File: src/rtl/fetch_stage.sv
// Instruction fetch stage: PC register, single-outstanding imem handshake and IF/ID register.
// FETCH | request at pc_f, load IF/ID on transfer
// HOLD  | response captured while stalled, waiting to release into IF/ID
// DRAIN | redirect left a request open; wait for it and discard the data
module fetch_stage #(
   parameter logic [31:0] RESET_PC  = 32'h0000_0000,
   parameter logic [31:0] NOP_INSTR = 32'h0000_0013
) (
   input  logic        clk,
   input  logic        reset,
   input  logic        stall_f,
   input  logic        stall_d,
   input  logic        flush_d,
   input  logic        pc_src_x,
   input  logic [31:0] pc_target_x,
   output logic        imem_req,
   output logic [31:0] imem_addr,
   input  logic        imem_ready,
   input  logic [31:0] imem_rdata,
   output logic [31:0] instr_d,
   output logic [31:0] pc_d,
   output logic [31:0] pc_plus4_d,
   output logic        valid_d,
   output logic        fetch_wait
);

   localparam logic [1:0] FETCH = 2'd0;
   localparam logic [1:0] HOLD  = 2'd1;
   localparam logic [1:0] DRAIN = 2'd2;

   logic [1:0]  state, state_nx;
   logic [31:0] pc_f, pc_f_nx;
   logic [31:0] pc_plus4_f;
   logic [31:0] drain_addr, drain_addr_nx;
   logic [31:0] hold_instr, hold_instr_nx;
   logic [31:0] ifid_instr;
   logic        ifid_load, ifid_bubble;
   logic        transfer, stall;

   assign pc_plus4_f = pc_f + 32'd4;
   assign imem_req   = (state == FETCH) || (state == DRAIN);
   // DRAIN must keep presenting the abandoned address until it is answered
   assign imem_addr  = (state == DRAIN) ? drain_addr : pc_f;
   assign fetch_wait = (state == FETCH) && !imem_ready;
   assign transfer   = imem_req && imem_ready;
   assign stall      = stall_f || stall_d;

   always_comb begin
      state_nx      = state;
      pc_f_nx       = pc_f;
      drain_addr_nx = drain_addr;
      hold_instr_nx = hold_instr;
      ifid_instr    = hold_instr;
      ifid_load     = 1'b0;
      ifid_bubble   = 1'b0;
      if (pc_src_x) begin
         pc_f_nx       = pc_target_x;
         hold_instr_nx = NOP_INSTR;
         ifid_bubble   = 1'b1;
         case (state)
            FETCH: begin
               if (!transfer) begin
                  state_nx      = DRAIN;
                  drain_addr_nx = pc_f;
               end
            end
            DRAIN:   state_nx = DRAIN;
            default: state_nx = FETCH;
         endcase
      end else begin
         case (state)
            FETCH: begin
               if (transfer) begin
                  if (stall) begin
                     hold_instr_nx = imem_rdata;
                     state_nx      = HOLD;
                  end else begin
                     ifid_load  = 1'b1;
                     ifid_instr = imem_rdata;
                     pc_f_nx    = pc_plus4_f;
                  end
               end else if (!stall_d) begin
                  ifid_bubble = 1'b1;
               end
            end
            HOLD: begin
               if (!stall) begin
                  ifid_load = 1'b1;
                  pc_f_nx   = pc_plus4_f;
                  state_nx  = FETCH;
               end
            end
            DRAIN: begin
               if (!stall_d) ifid_bubble = 1'b1;
               if (transfer) state_nx = FETCH;
            end
            default: state_nx = FETCH;
         endcase
         if (flush_d) begin
            ifid_bubble = 1'b1;
            ifid_load   = 1'b0;
         end
      end
   end

   always_ff @(posedge clk or posedge reset) begin
      if (reset) begin
         state      <= FETCH;
         pc_f       <= RESET_PC;
         drain_addr <= RESET_PC;
         hold_instr <= NOP_INSTR;
         instr_d    <= NOP_INSTR;
         pc_d       <= 32'd0;
         pc_plus4_d <= 32'd0;
         valid_d    <= 1'b0;
      end else begin
         state      <= state_nx;
         pc_f       <= pc_f_nx;
         drain_addr <= drain_addr_nx;
         hold_instr <= hold_instr_nx;
         if (ifid_bubble) begin
            instr_d <= NOP_INSTR;
            valid_d <= 1'b0;
         end else if (ifid_load) begin
            instr_d    <= ifid_instr;
            pc_d       <= pc_f;
            pc_plus4_d <= pc_plus4_f;
            valid_d    <= 1'b1;
         end
      end
   end

endmodule

File: config.mk
export PLATFORM = sky130hd
export DESIGN_NAME = fetch_stage
export DESIGN_NICKNAME = d
export VERILOG_FILES = /design/src/rtl/fetch_stage.sv
export SDC_FILE = /design/constraint.sdc
export NUM_CORES = 1
export LEC_CHECK = 0
export CAP_MARGIN = 10
export CORE_MARGIN = 1.5
export CORE_UTILIZATION = 45
export CTS_BUF_LIST = sky130_fd_sc_hd__clkbuf_16
export DETAILED_ROUTE_END_ITERATION = 16
export GPL_ROUTABILITY_DRIVEN = 1
export PLACE_DENSITY = 0.71
export SYNTH_ARGS = -nofsm -noshare
export SYNTH_HDL_FRONTEND = slang
export SYNTH_SLANG_ARGS = --single-unit
File: constraint.sdc
create_clock -name clk -period 16.06 [get_ports clk]
set_input_delay 3.212 -clock clk [delete_from_list [all_inputs] [get_ports clk]]
set_output_delay 3.212 -clock clk [all_outputs]
set_load 0.02 [all_outputs]
==> results.cfg, run 1 <==
[die]
die_area_um2 = 20800
ioPinCount = 202
fp-row-count = 51
die_y_um = 144
start_util_pct = 45.9
core_area_um2 = 19500
die_w_um = 144

[place]
gp_congestion = 0.816
numPortBuffers = 201
dpl-instance-area_um2 = 11000
dpl.cell_count = 1261
dp_hpwl_um = 14600

[power_and_ir_drop]
ir_worst_vdd_mv = 0.0792
leakage_nw = 5.14
pwr-share-clk_pct = 30.4
p_comb_share_pct = 25.7
pwr-share-seq_pct = 43.8
swShare_pct = 31.4
p_int_w = 0.000965
power_density_nw_per_um2 = 121
switching_power_w = 0.000442

[timing]
finalCriticalPeriod_ns = 7.75
rsz0062_at_grt = no
max_freq_ghz = 0.129
setup_violations = 0
fin_crit_sh_pct = 48.3
slew_headroom_pct = 31.6
hold_viol = 0
finalClockSkew_ns = 0.0168
drv_slew = 0
worst_pin_slew_ns = 1.03
fin_tns_setup_ns = 0

[synth]
yosys_warnings = 0
synthFlopType = dfrtp_1
ys_ff_latch = 193
synth-edff-count = 0
synthCells = 862
synth-seq-area-share_pct = 53.9
netlist_area_um2 = 8970
synth_async_sr_flop_share_pct = 100
synth.avg_cell_area_um2 = 10.4
synth.distinct_cells = 44
syn_nets = 934

[cts]
cts-root-buf = clkbuf_16
clk_pin_slew_worst_paths_ns = 0.07
cts_htree_levels = 4
cts_resized = 0
clockBufferDepth = 2
cts_hold_buf = 0
cts.sinks = 193
post-cts-setup-buffer-count = 0
clk_latency_ns = 0.43
cts_made_buffers = 17
cts_tree = built

[grt]
grt_pass1_wl_um = 35800
top_usage_layer = met2
grt_pass1_vias = 6737
grt_max_degree = 116
gr-usage-met3_pct = 4.01
grtUsageMet1_pct = 31.5
grt_util_all_layers_pct = 22.2
grt-ovfl-total = 0
antenna_found_initial = 0
grtUsageMet2_pct = 35.0

[job]
cap_violations = 0

[layout]
fin_nets = 1087
antenna_cells = 0
mostFrequentLayoutCells = nand2_1, clkdlybuf4s50_1, dfrtp_1, o21ai_0, mux2_2
final_common_cell = nand2_1
utilization_pct = 59.5
fin_cells = 1293
area_growth_pct = 29.6
drive_gt1_share_pct = 12.7
final_area_um2 = 11600

[drt]
wirelength_um = 22600
ant_nets = 0
drt-vias-per-instance = 5.25
route.detailed.drc = 0
drt_first_iter_violations = 337
firstDrtPassIters = 5
num_vias = 6785
wl_per_cell_um = 17.5

[min_path]
hold_path.class = reg -> reg

[setup_path]
startpoint_type = input pin
worst-endpoint-arrival_ns = 4.54
crit_path_cell_trace = clkdlybuf4s50_1 > nor3_1 > clkdlybuf4s50_1
crit_path_end_kind = output port
timing.critical_path.mode_cell = clkdlybuf4s50_1
crit_required_ns = 12.85
crit_type = in -> out
crit_fanout = 6
max_stage_delay_ns = 0.64
crit_slowest_cell = clkdlybuf4s50_1

[run_status]
status = finished, final reports clean
[metal layers]
| metal | share of wire (%) | up-vias |
|---|---|---|
| li1 | - | 3223 |
| met1 | 47 | 3346 |
| met2 | 46 | 188 |
| met3 | 5.2 | 28 |
| met4 | 1.5 | 0 |
| met5 | 0 | - |
[area by class of cell]
cell class / count / area, um^2
fill: 1703 / 7910
sequential: 193 / 4840
multi-input combinational: 588 / 3760
timing repair buffer: 208 / 2060
clock buffer: 17 / 425
tap: 265 / 332
clock inverter: 15 / 175
inverter: 7 / 33.8
[cell usage after synthesis (all sizes together), types with 6 or more instances]
| cell | number | share of area, % |
|---|---|---|
| buf | 48 | 3.1 |
| clkbuf | 26 | 1.1 |
| mux2i | 30 | 3.3 |
| nor2 | 16 | 0.78 |
| a22o | 29 | 2.8 |
| mux2 | 67 | 8.4 |
| o21ai | 90 | 5.0 |
| nand4 | 17 | 1.3 |
| inv | 7 | 0.29 |
| dfrtp | 187 | 52 |
| nor4 | 8 | 1.1 |
| xnor2 | 14 | 1.4 |
| dfstp | 6 | 1.8 |
| nand3 | 30 | 1.9 |
| xor2 | 43 | 4.2 |
| nor3 | 10 | 0.61 |
| nand2 | 211 | 8.8 |
[per-stage QoR]
stage	worst slack, ns	hold slack, ns	power [W]
after global routing	8.20	0.495	0.00147
after CTS	8.30	0.465	0.00142
after floorplan	7.60	0.454	0.000819
after global placement	8.33	0.451	0.000982
final	8.31	0.463	0.00141
after detailed placement	8.30	0.451	0.000989
[kinds of logic (layout without fill, tap and decap cells)]
family          Yosys count  in the layout  share of synthesized area [%]
simple gates            303            303                           15.3
compound gates          130            130                           8.86
xor+xnor                 57             57                           5.57
flops                   193            193                           53.9
mux                      97             97                           11.8
buf+inv                  81            247                           4.48
fa+ha+maj                 1              1                          0.139
[path summary, 6_finish.rpt]
check                           cells after the start       start              to  slack [ns]
worst max-delay path                                3  imem_ready      fetch_wait        8.31
worst min-delay path                                2  instr_d[4]      instr_d[4]        0.46
worst max register to register                      5    state[0]  pc_plus4_d[21]       13.10
worst min register to register                      2  instr_d[4]      instr_d[4]        0.46
max in group asynchronous                           3       reset         pc_f[9]       11.14
min in group asynchronous                           2       reset   pc_plus4_d[4]        3.33
[state kept, by name, indices dropped and copies added (netlist names)]
signal      count
state           2
pc_f           32
pc_plus4_d     30
pc_d           32
instr_d        32
drain_addr     32
valid_d         1
hold_instr     32
[worst max-delay path: cells and delay by family]
kind | cells | cell delay (ns)
and+or+nand+nor | 1 | 0.20
buffers and inverters | 2 | 1.13
[power groups by stage]
stage / registers [W] / clock network (W) / logic, W
5_1_grt: 0.000627 / 0.000455 / 0.000387
2_1_floorplan: 0.000646 / 0 / 0.000173
3_5_place_dp: 0.000625 / 0 / 0.000364
6_report: 0.000616 / 0.000428 / 0.000362
3_3_place_gp: 0.000622 / 0 / 0.000360
4_1_cts: 0.000616 / 0.000435 / 0.000366
Note: power is estimated with default switching activity, not from simulation.
==> run 2: changes to the inputs <==
Settings changed: PLACE_DENSITY 0.71 to 0.74.
Clock period 16.06 ns to 7.05 ns, I/O delays scaled along.
==> run 2 against run 1 <==
Cell count about the same. Hold slack improved by 0.0028 ns. Global-route usage is 0.45 points lower. Power up 130%. Non-clock buffer count did not move. First-iteration DRC count increased by 21%. Die area stayed put. Sequential power is 130% higher. Largest power group unchanged.
==> results.cfg, run 2 (same netlist as run 1, synthesis figures left out) <==
[power_and_ir_drop]
pwr-share-clk_pct = 32.2
power.total_w = 0.00328
switching_power_w = 0.000983
power_density_nw_per_um2 = 281
p_int_w = 0.00230
pwr-share-seq_pct = 42.8
leakage_nw = 5.17
p_comb_share_pct = 25.0
ir_worst_vdd_mv = 0.170
swShare_pct = 29.9

[layout]
fin_nets = 1087
fillCellCount = 1670
final_common_cell = nand2_1
multi_input_area_um2 = 3760
drive_gt1_share_pct = 12.6
area_growth_pct = 30.3
area.sequential_um2 = 4840
mostFrequentLayoutCells = nand2_1, clkdlybuf4s50_1, dfrtp_1, o21ai_0, mux2_2
fin_cells = 1294
utilization_pct = 59.8

[setup_path]
max_stage_delay_ns = 0.64
crit_path_end_kind = output port
crit_slowest_cell = clkdlybuf4s50_1
r2r_cells = 5
r2r-start = state[1]
cp_num_buf_inv = 2
crit_type = in -> out
cp.depth = 3
crit_family = buffers and inverters
critPathLaunch = imem_ready
crit_required_ns = 5.64
crit_fanout = 6
startpoint_type = input pin
crit_path_cell_trace = clkdlybuf4s50_1 > nor3_1 > clkdlybuf4s50_1
worst-endpoint-arrival_ns = 2.75
timing.critical_path.mode_cell = clkdlybuf4s50_1

[min_path]
hold_path.class = reg -> reg
hold_start = instr_d[1]
hold_depth = 2

[grt]
grt_util_all_layers_pct = 21.8
grt_pass1_wl_um = 35100
antenna_found_initial = 1
grt_pass1_vias = 6675
grt-ovfl-total = 0
grt_max_degree = 146

[run_status]
status = finished, final reports clean

[place]
numPortBuffers = 201
dp_hpwl_um = 14600
dpl.cell_count = 1260
gp_congestion = 0.800

[drt]
num_vias = 6831
wirelength_um = 22000
ant_nets = 0
wl_per_cell_um = 17.0
drt_first_iter_violations = 408
route.detailed.drc = 0
drt-vias-per-instance = 5.28
firstDrtPassIters = 4

[die]
core_area_um2 = 19500
die_w_um = 144
die_area_um2 = 20800
fp-row-count = 51
start_util_pct = 45.9
ioPinCount = 202
die_y_um = 144

[timing]
slew_headroom_pct = 21.3
hold_viol = 0
setup_violations = 0
hold_ws_ns = 0.466
max_freq_ghz = 0.240
fin_crit_sh_pct = 59.0
finalCriticalPeriod_ns = 4.16
fin_tns_setup_ns = 0
finalClockSkew_ns = 0.00875
worst_pin_slew_ns = 1.18
rsz0062_at_grt = no
drv_slew = 0

[cts]
cts_htree_levels = 4
cts_resized = 0
clk_latency_ns = 0.43
cts-root-buf = clkbuf_16
cts_made_buffers = 17
post-cts-setup-buffer-count = 0
cts_tree = built
cts.sinks = 193
clk_pin_slew_worst_paths_ns = 0.07
cts_hold_buf = 0
clockBufferDepth = 2

[job]
cap_violations = 0
-- run 2: per-stage QoR --
stage	worst slack, ns	cell area (um^2)
6_report	2.89	11700
4_1_cts	2.89	11700
3_3_place_gp	2.92	11000
5_1_grt	2.82	11700
3_5_place_dp	2.84	11000
2_1_floorplan	0.394	8970
-- run 2: per-layer routing --
metal  GRT usage [%]  wire [um]
met3            3.87       1260
met4            7.87        398
met2            33.2      10000
met5               0          0
met1            31.3      10300
-- run 2: path summary, 6_finish.rpt --
check | slack (ns) | endpoint
worst max-delay path | 2.89 | fetch_wait
worst min-delay path | 0.47 | instr_d[1]
worst max register to register | 4.40 | pc_plus4_d[9]
worst min register to register | 0.47 | instr_d[1]
max in group asynchronous | 4.19 | pc_plus4_d[29]
min in group asynchronous | 1.59 | pc_f[1]
-- run 2: area by class of cell --
type / instances / area share [%]
clock buffer: 17 / 3.64
inverter: 7 / 0.289
clock inverter: 15 / 1.88
timing repair buffer: 208 / 17.8
sequential: 193 / 41.4
multi-input combinational: 588 / 32.1
antenna: 1 / 0.0214
tap: 265 / 2.84
-- run 2: power by group through the flow --
stage	Sequential [W]	Combinational (W)	Clock (W)
final	0.00140	0.000822	0.00106
after global routing	0.00143	0.000882	0.00112
after CTS	0.00140	0.000831	0.00108
after detailed placement	0.00142	0.000826	0
after global placement	0.00142	0.000817	0
after floorplan	0.00147	0.000393	0
-- run 2: tightest hold or removal path, cell delays in order (launching register included) --
cell,delay (ns)
dfstp_2,0.37
inv_1,0.05
a32oi_1,0.05
